--- src/rtl/store_watch_if.sv ---
// Store bus and report stream shared between the CPU/consumer side and store_watch.
// The master drives stores and out_ready. The slave (store_watch) returns the report stream.
interface store_watch_if;
  logic [2:0]  MemWr;
  logic [15:0] Addr;
  logic [31:0] WData;
  logic        out_valid;
  logic        out_ready;
  logic [1:0]  out_idx;
  logic [31:0] out_data;
  logic        overflow;

  modport master (
    output MemWr, Addr, WData, out_ready,
    input  out_valid, out_idx, out_data, overflow
  );

  modport slave (
    input  MemWr, Addr, WData, out_ready,
    output out_valid, out_idx, out_data, overflow
  );
endinterface

--- src/rtl/store_watch.sv ---
// Shadows four big-endian memory words and reports every store that changes one.
// Each changing store queues an {index, new value} entry in a small report FIFO.
module store_watch #(
  parameter logic [15:0] BASE       = 16'hffe8,
  parameter int          FIFO_DEPTH = 4
) (
  input logic         Clk,
  input logic         Reset,
  store_watch_if.slave bus
);

  localparam int PW = (FIFO_DEPTH > 1) ? $clog2(FIFO_DEPTH) : 1;
  localparam int CW = PW + 1;
  localparam logic [CW-1:0] FULL_CNT = CW'(FIFO_DEPTH);

  // Byte-enable mask for the addressed lanes; lane 0 is the most significant byte.
  function automatic logic [31:0] lane_mask(input logic [2:0] wr, input logic [1:0] lane);
    logic [31:0] m;
    m = '0;
    case (wr)
      3'b001:  m = 32'hFFFF_FFFF;
      3'b010:  m = lane[1] ? 32'h0000_FFFF : 32'hFFFF_0000;
      3'b100:  m = 32'hFF00_0000 >> {lane, 3'b000};
      default: m = '0;
    endcase
    return m;
  endfunction

  // Store data replicated across every lane so the mask alone selects placement.
  function automatic logic [31:0] lane_data(input logic [2:0] wr, input logic [31:0] wdata);
    logic [31:0] d;
    d = '0;
    case (wr)
      3'b001:  d = wdata;
      3'b010:  d = {2{wdata[15:0]}};
      3'b100:  d = {4{wdata[7:0]}};
      default: d = '0;
    endcase
    return d;
  endfunction

  logic [31:0]   shadow [4];
  logic [1:0]    fifo_idx  [FIFO_DEPTH];
  logic [31:0]   fifo_data [FIFO_DEPTH];
  logic [PW-1:0] wr_ptr, rd_ptr;
  logic [CW-1:0] count;
  logic          overflow_q;

  logic [16:0] offset;
  logic        in_win;
  logic [1:0]  idx;
  logic [1:0]  lane;
  logic        hit;
  logic [31:0] mask;
  logic [31:0] merged;
  logic        changed;
  logic        full;
  logic        not_empty;
  logic        pop;
  logic        do_push;

  // Decode and merge stage: the window check uses a 17-bit difference so addresses below BASE fall out.
  assign offset = {1'b0, bus.Addr} - {1'b0, BASE};
  assign in_win = (offset[16:4] == 13'd0);
  assign idx    = offset[3:2];
  assign lane   = offset[1:0];

  always_comb begin
    hit = 1'b0;
    case (bus.MemWr)
      3'b001:  hit = in_win && (lane == 2'd0);
      3'b010:  hit = in_win && !lane[0];
      3'b100:  hit = in_win;
      default: hit = 1'b0;
    endcase
  end

  assign mask    = lane_mask(bus.MemWr, lane);
  assign merged  = (shadow[idx] & ~mask) | (lane_data(bus.MemWr, bus.WData) & mask);
  assign changed = hit && (merged != shadow[idx]);

  assign not_empty = (count != '0);
  assign full      = (count == FULL_CNT);
  assign pop       = not_empty && bus.out_ready;
  assign do_push   = changed && (!full || pop);

  // Shadow and FIFO control state update.
  always_ff @(posedge Clk) begin
    if (Reset) begin
      for (int i = 0; i < 4; i++) shadow[i] <= '0;
      wr_ptr     <= '0;
      rd_ptr     <= '0;
      count      <= '0;
      overflow_q <= 1'b0;
    end else begin
      if (changed) shadow[idx] <= merged;
      if (do_push) wr_ptr <= wr_ptr + 1'b1;
      if (pop)     rd_ptr <= rd_ptr + 1'b1;
      case ({do_push, pop})
        2'b10:   count <= count + 1'b1;
        2'b01:   count <= count - 1'b1;
        default: count <= count;
      endcase
      if (changed && full && !pop) overflow_q <= 1'b1;
    end
  end

  // FIFO storage is not reset; empty-state outputs are forced to zero below.
  always_ff @(posedge Clk) begin
    if (do_push && !Reset) begin
      fifo_idx[wr_ptr]  <= idx;
      fifo_data[wr_ptr] <= merged;
    end
  end

  // Output stage: registered FIFO head, masked to zero when empty.
  assign bus.out_valid = not_empty;
  assign bus.out_idx   = not_empty ? fifo_idx[rd_ptr]  : 2'd0;
  assign bus.out_data  = not_empty ? fifo_data[rd_ptr] : 32'd0;
  assign bus.overflow  = overflow_q;

endmodule

--- src/flat_wrapper.sv ---
// flat-port wrapper written by rule: the top's interface ports become plain ports
module store_watch_flat 
#(
  parameter logic [15:0] BASE       = 16'hffe8,
  parameter int          FIFO_DEPTH = 4
)
  (Clk, Reset, bus_MemWr, bus_Addr, bus_WData, bus_out_ready, bus_out_valid, bus_out_idx, bus_out_data, bus_overflow);
  store_watch_if bus_i ();
  input logic Clk;
  input logic Reset;
  input wire logic [$bits(bus_i.MemWr)-1:0] bus_MemWr;
  input wire logic [$bits(bus_i.Addr)-1:0] bus_Addr;
  input wire logic [$bits(bus_i.WData)-1:0] bus_WData;
  input wire logic [$bits(bus_i.out_ready)-1:0] bus_out_ready;
  output wire logic [$bits(bus_i.out_valid)-1:0] bus_out_valid;
  output wire logic [$bits(bus_i.out_idx)-1:0] bus_out_idx;
  output wire logic [$bits(bus_i.out_data)-1:0] bus_out_data;
  output wire logic [$bits(bus_i.overflow)-1:0] bus_overflow;
  assign bus_i.MemWr = bus_MemWr;
  assign bus_i.Addr = bus_Addr;
  assign bus_i.WData = bus_WData;
  assign bus_i.out_ready = bus_out_ready;
  assign bus_out_valid = bus_i.out_valid;
  assign bus_out_idx = bus_i.out_idx;
  assign bus_out_data = bus_i.out_data;
  assign bus_overflow = bus_i.overflow;
  store_watch #(.BASE(BASE), .FIFO_DEPTH(FIFO_DEPTH)) u_core (.Clk(Clk), .Reset(Reset), .bus(bus_i));
endmodule
--- config.mk ---
export PLATFORM = sky130hd
export DESIGN_NAME = store_watch_flat
export DESIGN_NICKNAME = d
export VERILOG_FILES = /design/src/rtl/store_watch_if.sv /design/src/rtl/store_watch.sv /design/src/flat_wrapper.sv
export SDC_FILE = /design/constraint.sdc
export NUM_CORES = 1
export LEC_CHECK = 0
export BUFFER_PORTS_ARGS = -buffer_cell sky130_fd_sc_hd__clkbuf_2
export CAP_MARGIN = 5
export CORE_MARGIN = 2
export CORE_UTILIZATION = 25
export DETAILED_ROUTE_END_ITERATION = 10
export HOLD_SLACK_MARGIN = 0.06
export RECOVER_POWER = 50
export SLEW_MARGIN = 15
export SYNTH_ARGS = -nofsm -noshare
export SYNTH_HDL_FRONTEND = slang
export SYNTH_SLANG_ARGS = --single-unit
export TNS_END_PERCENT = 20
--- constraint.sdc ---
create_clock -name Clk -period 10.8 [get_ports Clk]
set_input_delay 2.16 -clock Clk [delete_from_list [all_inputs] [get_ports Clk]]
set_output_delay 2.16 -clock Clk [all_outputs]
set_load 0.02 [all_outputs]
==> results of run 1 <==
## worst max-delay path, delay by kind of cell
family | cells | cell delay [ns]
buffers and inverters | 3 | 3.03
AOI/OAI and AO/OA | 3 | 1.83
muxes | 1 | 0.67
and+or+nand+nor | 2 | 0.63
xor gates and xnor gates | 1 | 0.19
## cells by family (layout without fill, tap and decap cells)
kind of cell / Yosys count / count (layout) / share of synthesized area, %
buffers and inverters: 102 / 200 / 3.81
DFF: 274 / 274 / 62.8
and+or+nand+nor: 318 / 318 / 13.1
xor gates and xnor gates: 29 / 29 / 1.96
muxes: 88 / 88 / 12.9
other: 0 / 1 / 0
adders and majority gates: 7 / 7 / 0.735
AOI/OAI and AO/OA: 79 / 79 / 4.63
## power by group
group | internal [uW] | switching (uW)
logic | 59.1 | 138
clock network | 568 | 404
registers | 1190 | 4.46
## cell type report
cell class / count / share of cell area [%]
diodes: 1 / 0.0167
clock buffers: 36 / 5.31
clock inverters: 19 / 0.970
inverters: 39 / 0.979
multi-input cells: 521 / 29.2
flip-flops and latches: 274 / 54.3
well taps: 680 / 5.69
repair buffers: 106 / 3.45
## per-layer routing
metal  GRT usage [%]  share of wire, %  vias up
met5               0                 0        -
met4            3.10               2.0        0
met3            2.66               7.7       47
met2            18.5                44      283
met1            18.4                46     4017
li1                -                 -     3593
## synth_stat cells, drive strengths merged (5+ instances only)
master and n:
a211oi 9, a21oi 14, a22oi 5, and2 40, buf 33, clkbuf 30, dfxtp 10, edfxtp 264
ha 6, inv 38, mux2 10, mux2i 16, mux4 62, nand2 52, nand2b 14, nor2 53
nor2b 10, nor3 104, nor4bb 14, o21ai 15, or3 6, or4bb 8, xnor2 15, xor2 14
## state kept, by name (all words and copies together), names as in the netlist, named ones only
| register | count |
|---|---|
| u_core.wr_ptr | 2 |
| u_core.count | 3 |
| u_core.fifo_idx | 8 |
| u_core.fifo_data | 128 |
| u_core.rd_ptr | 2 |
| u_core.bus.overflow | 1 |
| u_core.shadow | 128 |
## worst paths after layout
check | startpoint | end | slack, ns | cells after the start
min | u_core.count[2] | u_core.count[2] | 0.49 | 2
max | bus_Addr[2] | u_core.shadow[0][1] | 2.51 | 10
max reg2reg | u_core.shadow[1][13] | u_core.shadow[0][1] | 6.59 | 8
min reg2reg | u_core.count[2] | u_core.count[2] | 0.49 | 2
## stage by stage
step / std cells / hold slack, ns / total power [uW]
CTS: 1675 / 0.492 / 2380
global placement: 1620 / 0.491 / 1410
global route: 1676 / 0.520 / 2440
floorplan: 897 / 0.461 / 1350
detailed placement: 1620 / 0.483 / 1410
finish: 1676 / 0.493 / 2360
## layout by cell type (no fill, tap or decap), types with 10 or more instances in the layout
cell / count
clkbuf_1: 42
and2_1: 33
nor3_1: 100
nor2b_1: 10
mux2i_1: 16
o21ai_0: 12
edfxtp_1: 264
nand2_1: 50
xor2_1: 14
nor2_1: 53
clkbuf_16: 31
a21oi_1: 14
inv_1: 38
xnor2_1: 15
buf_4: 13
mux4_2: 62
nor4bb_1: 14
clkbuf_2: 56
nand2b_1: 14
==> flow_summary.yaml, run 1 <==
logic_synthesis:
  synthArstFlopShare_pct: 0
  synth.area.top_cells: "edfxtp_1 (61%), mux4_2 (11%), nor3_1 (4.0%), and2_1 (1.9%), dfxtp_1 (1.5%)"
  syn-cell-area_um2: 12900
  synth_top_area_share_pct: 61.3
  ys_types: 61
  synth_flop_cell: "edfxtp_1"
  synth_nets: 958
  synth_edf_count: 264
  synth_warnings: 0
  avgSynthCellArea_um2: 14.4
  ys_ff_latch: 274
  synth_top_area_cell: "edfxtp_1"
  ys_seq_area_share_pct: 62.8
  synth_cells: 897
timing:
  drv_slew: 112
  grt_setup_unrepaired: "no"
  tightestPinTransition_ns: 2.90
  max_freq_mhz: 121
  slew_headroom_pct: -93.2
  period_share_pct: 76.8
  hold_viol: 0
  setup_slack_ns: 2.51
  min_period_ns: 8.29
  final.setup.tns_ns: 0
  skew_ns: 0.0149
  setup_violations: 0
clocking:
  cts_root_buf: "clkbuf_16"
  clock_sinks: 274
  h-tree-depth: 1
  clk_pin_slew_worst_paths_ns: 0.06
  clk-insertion-delay-late_ns: 0.55
  clockBufferDepth: 3
  cts_resized: 0
  cts_buffers: 30
  cts_tree: "yes"
  cts_hold_buf: 0
  post-cts-setup-buffers: 0
grt:
  grt_pass1_vias: 7845
  antenna_found_initial: 2
  grt_pass1_wl_um: 50200
  grt_overflow: 0
  grt_max_degree: 77
  track_usage_pct: 12.4
min_path:
  hp-class: "reg2reg"
setup_path:
  crit_path_top_delay_cell: "clkbuf_1"
  endpoint_kind: "flop"
  path_cells: "clkbuf_1, clkbuf_1, mux4_2, xor2_1, nand4_1, o41a_1, or3_1, o21ai_0, o21ai_2, buf_4"
  cpMostUsedCell: "clkbuf_1"
  cp_data_arrival_time_ns: 8.56
  slowest_delay_ns: 1.33
  start_kind: "input pin"
  required_ns: 11.07
  critical_path_class: "in2reg"
  critPathMaxFanout: 25
outcome:
  violations: "capacitance limit, slew limit"
  outcome: "finished, violations left"
route:
  ant_nets: 0
  drt_iter0_markers: 774
  drt-vias-per-instance: 4.74
  dr.pass1.iters: 5
  via_count: 7940
  route.detailed.drc: 0
  drt-wirelength-per-cell_um: 20.0
  routed_wl_um: 33600
place:
  dp_slack_ns: 3.41
  port_buffers: 89
  placedInstanceArea_um2: 14100
  post-dp-hpwl_um: 22500
  globalplace.congestion: 0.826
final_layout:
  nNetsFinal: 1033
  multi_input_comb_area_um2: 4380
  final_util_pct: 29.2
  drive_above_1_share_pct: 19.5
  nFillCells: 5143
  final-seq-area_um2: 8130
  stdcell_area_um2: 15000
  syn_to_final_growth_pct: 15.6
power:
  p_leak_uw: 0.00487
  powerDensity_nw_per_um2: 158
  irDropWorstVdd_v: 0.000109
floorplanning:
  dieArea_um2: 53600
  ios: 90
  core_um2: 51200
  fp.dieW_um: 231
  rows: 83
  start_util_pct: 25.3
  die_height_um: 231
run:
  cap_violations: 4
Note: power is estimated with default switching activity, not from simulation.
==> run 2: changes to the inputs <==
==> constraint.sdc (replaced) <==
create_clock -name Clk -period 7.7 [get_ports Clk]
set_input_delay 1.54 -clock Clk [delete_from_list [all_inputs] [get_ports Clk]]
set_output_delay 1.54 -clock Clk [all_outputs]
set_load 0.02 [all_outputs]
==> run 2 against run 1 <==
  * Sequential power up 40%
  * The run still ends with capacitance limit, slew limit left
  * Non-clock buffer count up 5
  * Global-route usage down 0.18 points
  * Worst setup slack worse by 1.2 ns
  * Design area up 0.64%
  * Clock power up 49%
  * Combinational power up 39%
  * Final cell count up 0.24%
  * Via count down 1.1%
  * Clock skew up 0.0015 ns
  * Worst hold slack worse by 0.016 ns
  * Clock-buffer cell count down 2
  * Highest routed layer is now met5
==> flow_summary.yaml, run 2 (same netlist as run 1, synthesis figures left out) <==
outcome:
  outcome: "finished, violations left"
  violations: "capacitance limit, slew limit"
floorplanning:
  dieArea_um2: 53600
  start_util_pct: 25.3
  die_height_um: 231
  ios: 90
  core_um2: 51200
  fp.dieW_um: 231
  rows: 83
setup_path:
  r2r_end: "u_core.shadow[2][20]"
  rrSetupSlack_ns: 3.71
  endpoint_kind: "flop"
  required_ns: 7.76
  critical_path_class: "in2reg"
  cp_data_arrival_time_ns: 6.40
  critPathMaxFanout: 32
  rr_startpoint: "u_core.shadow[1][9]"
  reg2reg_depth: 9
  start_kind: "input pin"
power:
  p_leak_uw: 0.00492
  powerDensity_nw_per_um2: 226
  irDropWorstVdd_v: 0.000153
timing:
  setup_slack_ns: 1.36
  max_freq_mhz: 158
  skew_ns: 0.0164
  tightestPinTransition_ns: 2.94
  grt_setup_unrepaired: "no"
  slew_headroom_pct: -95.7
  min_period_ns: 6.34
  hold_viol: 0
  setup_violations: 0
  period_share_pct: 82.4
  final.setup.tns_ns: 0
  drv_slew: 60
final_layout:
  nFillCells: 5143
  final_util_pct: 29.4
  final-seq-area_um2: 8130
  final_cell_mix: "edfxtp_1 (264), nor3_1 (100), mux4_2 (62)"
  drive_above_1_share_pct: 19.8
  syn_to_final_growth_pct: 16.4
  multi_input_comb_area_um2: 4370
  layout_commonest_cell: "edfxtp_1"
  nNetsFinal: 1036
  biggestRegsByFlops: "u_core.fifo_data (128), u_core.shadow (128), u_core.fifo_idx (8)"
grt:
  track_usage_pct: 12.3
  grt_overflow: 0
  grt_pass1_vias: 7864
  grt_pass1_wl_um: 49400
  grt_max_degree: 93
  antenna_found_initial: 11
route:
  route.detailed.drc: 0
  dr.pass1.iters: 5
  routed_wl_um: 32800
  drt-vias-per-instance: 4.68
  ant_nets: 0
  drt_iter0_markers: 704
  via_count: 7854
  drt-wirelength-per-cell_um: 19.6
min_path:
  hp-start: "u_core.bus.overflow"
  hold_depth: 1
  hp-class: "reg2reg"
  hold_end: "u_core.bus.overflow"
clocking:
  post-cts-setup-buffers: 0
  cts_hold_buf: 0
  clk_pin_slew_worst_paths_ns: 0.06
  clock_sinks: 274
  clockBufferDepth: 3
  cts_buffers: 28
  h-tree-depth: 1
  cts_tree: "yes"
  clk-insertion-delay-late_ns: 0.54
  cts_resized: 0
  cts_root_buf: "clkbuf_16"
place:
  post-dp-hpwl_um: 22500
  globalplace.congestion: 0.805
  port_buffers: 89
  dp_slack_ns: 1.50
run:
  cap_violations: 2
run 2: cell type report:
type,count,area share [%]
Inverter,39,0.972
Antenna cell,3,0.0499
Tap cell,680,5.65
Clock inverter,18,1.48
Sequential cell,274,54.0
Clock buffer,34,5.22
Timing Repair Buffer,111,3.62
Multi-Input combinational cell,521,29.0
run 2: how the worst max path moves through the flow:
| stage | to | start | slack [ns] | cells after the start |
|---|---|---|---|---|
| 2_1_floorplan | u_core.fifo_data[0][0] | bus_Addr[2] | 1.29 | 13 |
| 3_3_place_gp | u_core.count[2] | bus_Addr[2] | 1.55 | 15 |
| 3_5_place_dp | u_core.count[2] | bus_Addr[2] | 1.50 | 15 |
| 4_1_cts | u_core.count[2] | bus_Addr[2] | 2.06 | 15 |
| 5_1_grt | u_core.shadow[2][20] | bus_Addr[2] | 0.96 | 11 |
| 6_report | u_core.shadow[2][20] | bus_Addr[3] | 1.36 | 11 |
run 2: routing by layer:
layer | vias up | track usage [%] | wire, um
met5 | - | 0 | 77
met1 | 3888 | 17.2 | 14600
met2 | 286 | 19.0 | 14700
met3 | 48 | 3.14 | 2780
li1 | 3620 | - | -
met4 | 12 | 2.92 | 695
run 2: critical path, stage by stage:
cell and delay (ns):
clkbuf_1 0.81, clkbuf_1 0.94, mux4_2 0.46, xor2_1 0.18, nand4_1 0.14, o41a_1 0.49, or3_1 0.49, o21ai_0 0.23
clkbuf_1 0.38, o21ai_4 0.09, clkbuf_2 0.62
run 2: report_power, final:
part | internal, uW | switching [uW] | total, uW | leakage [uW]
combinational | 83.6 | 189 | 273 | 0.00179
sequential | 1670 | 5.96 | 1670 | 0.00263
clock | 893 | 560 | 1450 | 0.000494
run 2: per-stage QoR:
| stage | power (uW) | cell area, um^2 | instances | hold slack (ns) |
|---|---|---|---|---|
| after CTS | 3430 | 15100 | 1677 | 0.488 |
| after global placement | 1970 | 14100 | 1625 | 0.476 |
| after global routing | 3510 | 15000 | 1677 | 0.520 |
| after detailed placement | 1980 | 14100 | 1625 | 0.472 |
| final | 3400 | 15100 | 1680 | 0.477 |
| after floorplan | 1890 | 12900 | 897 | 0.461 |
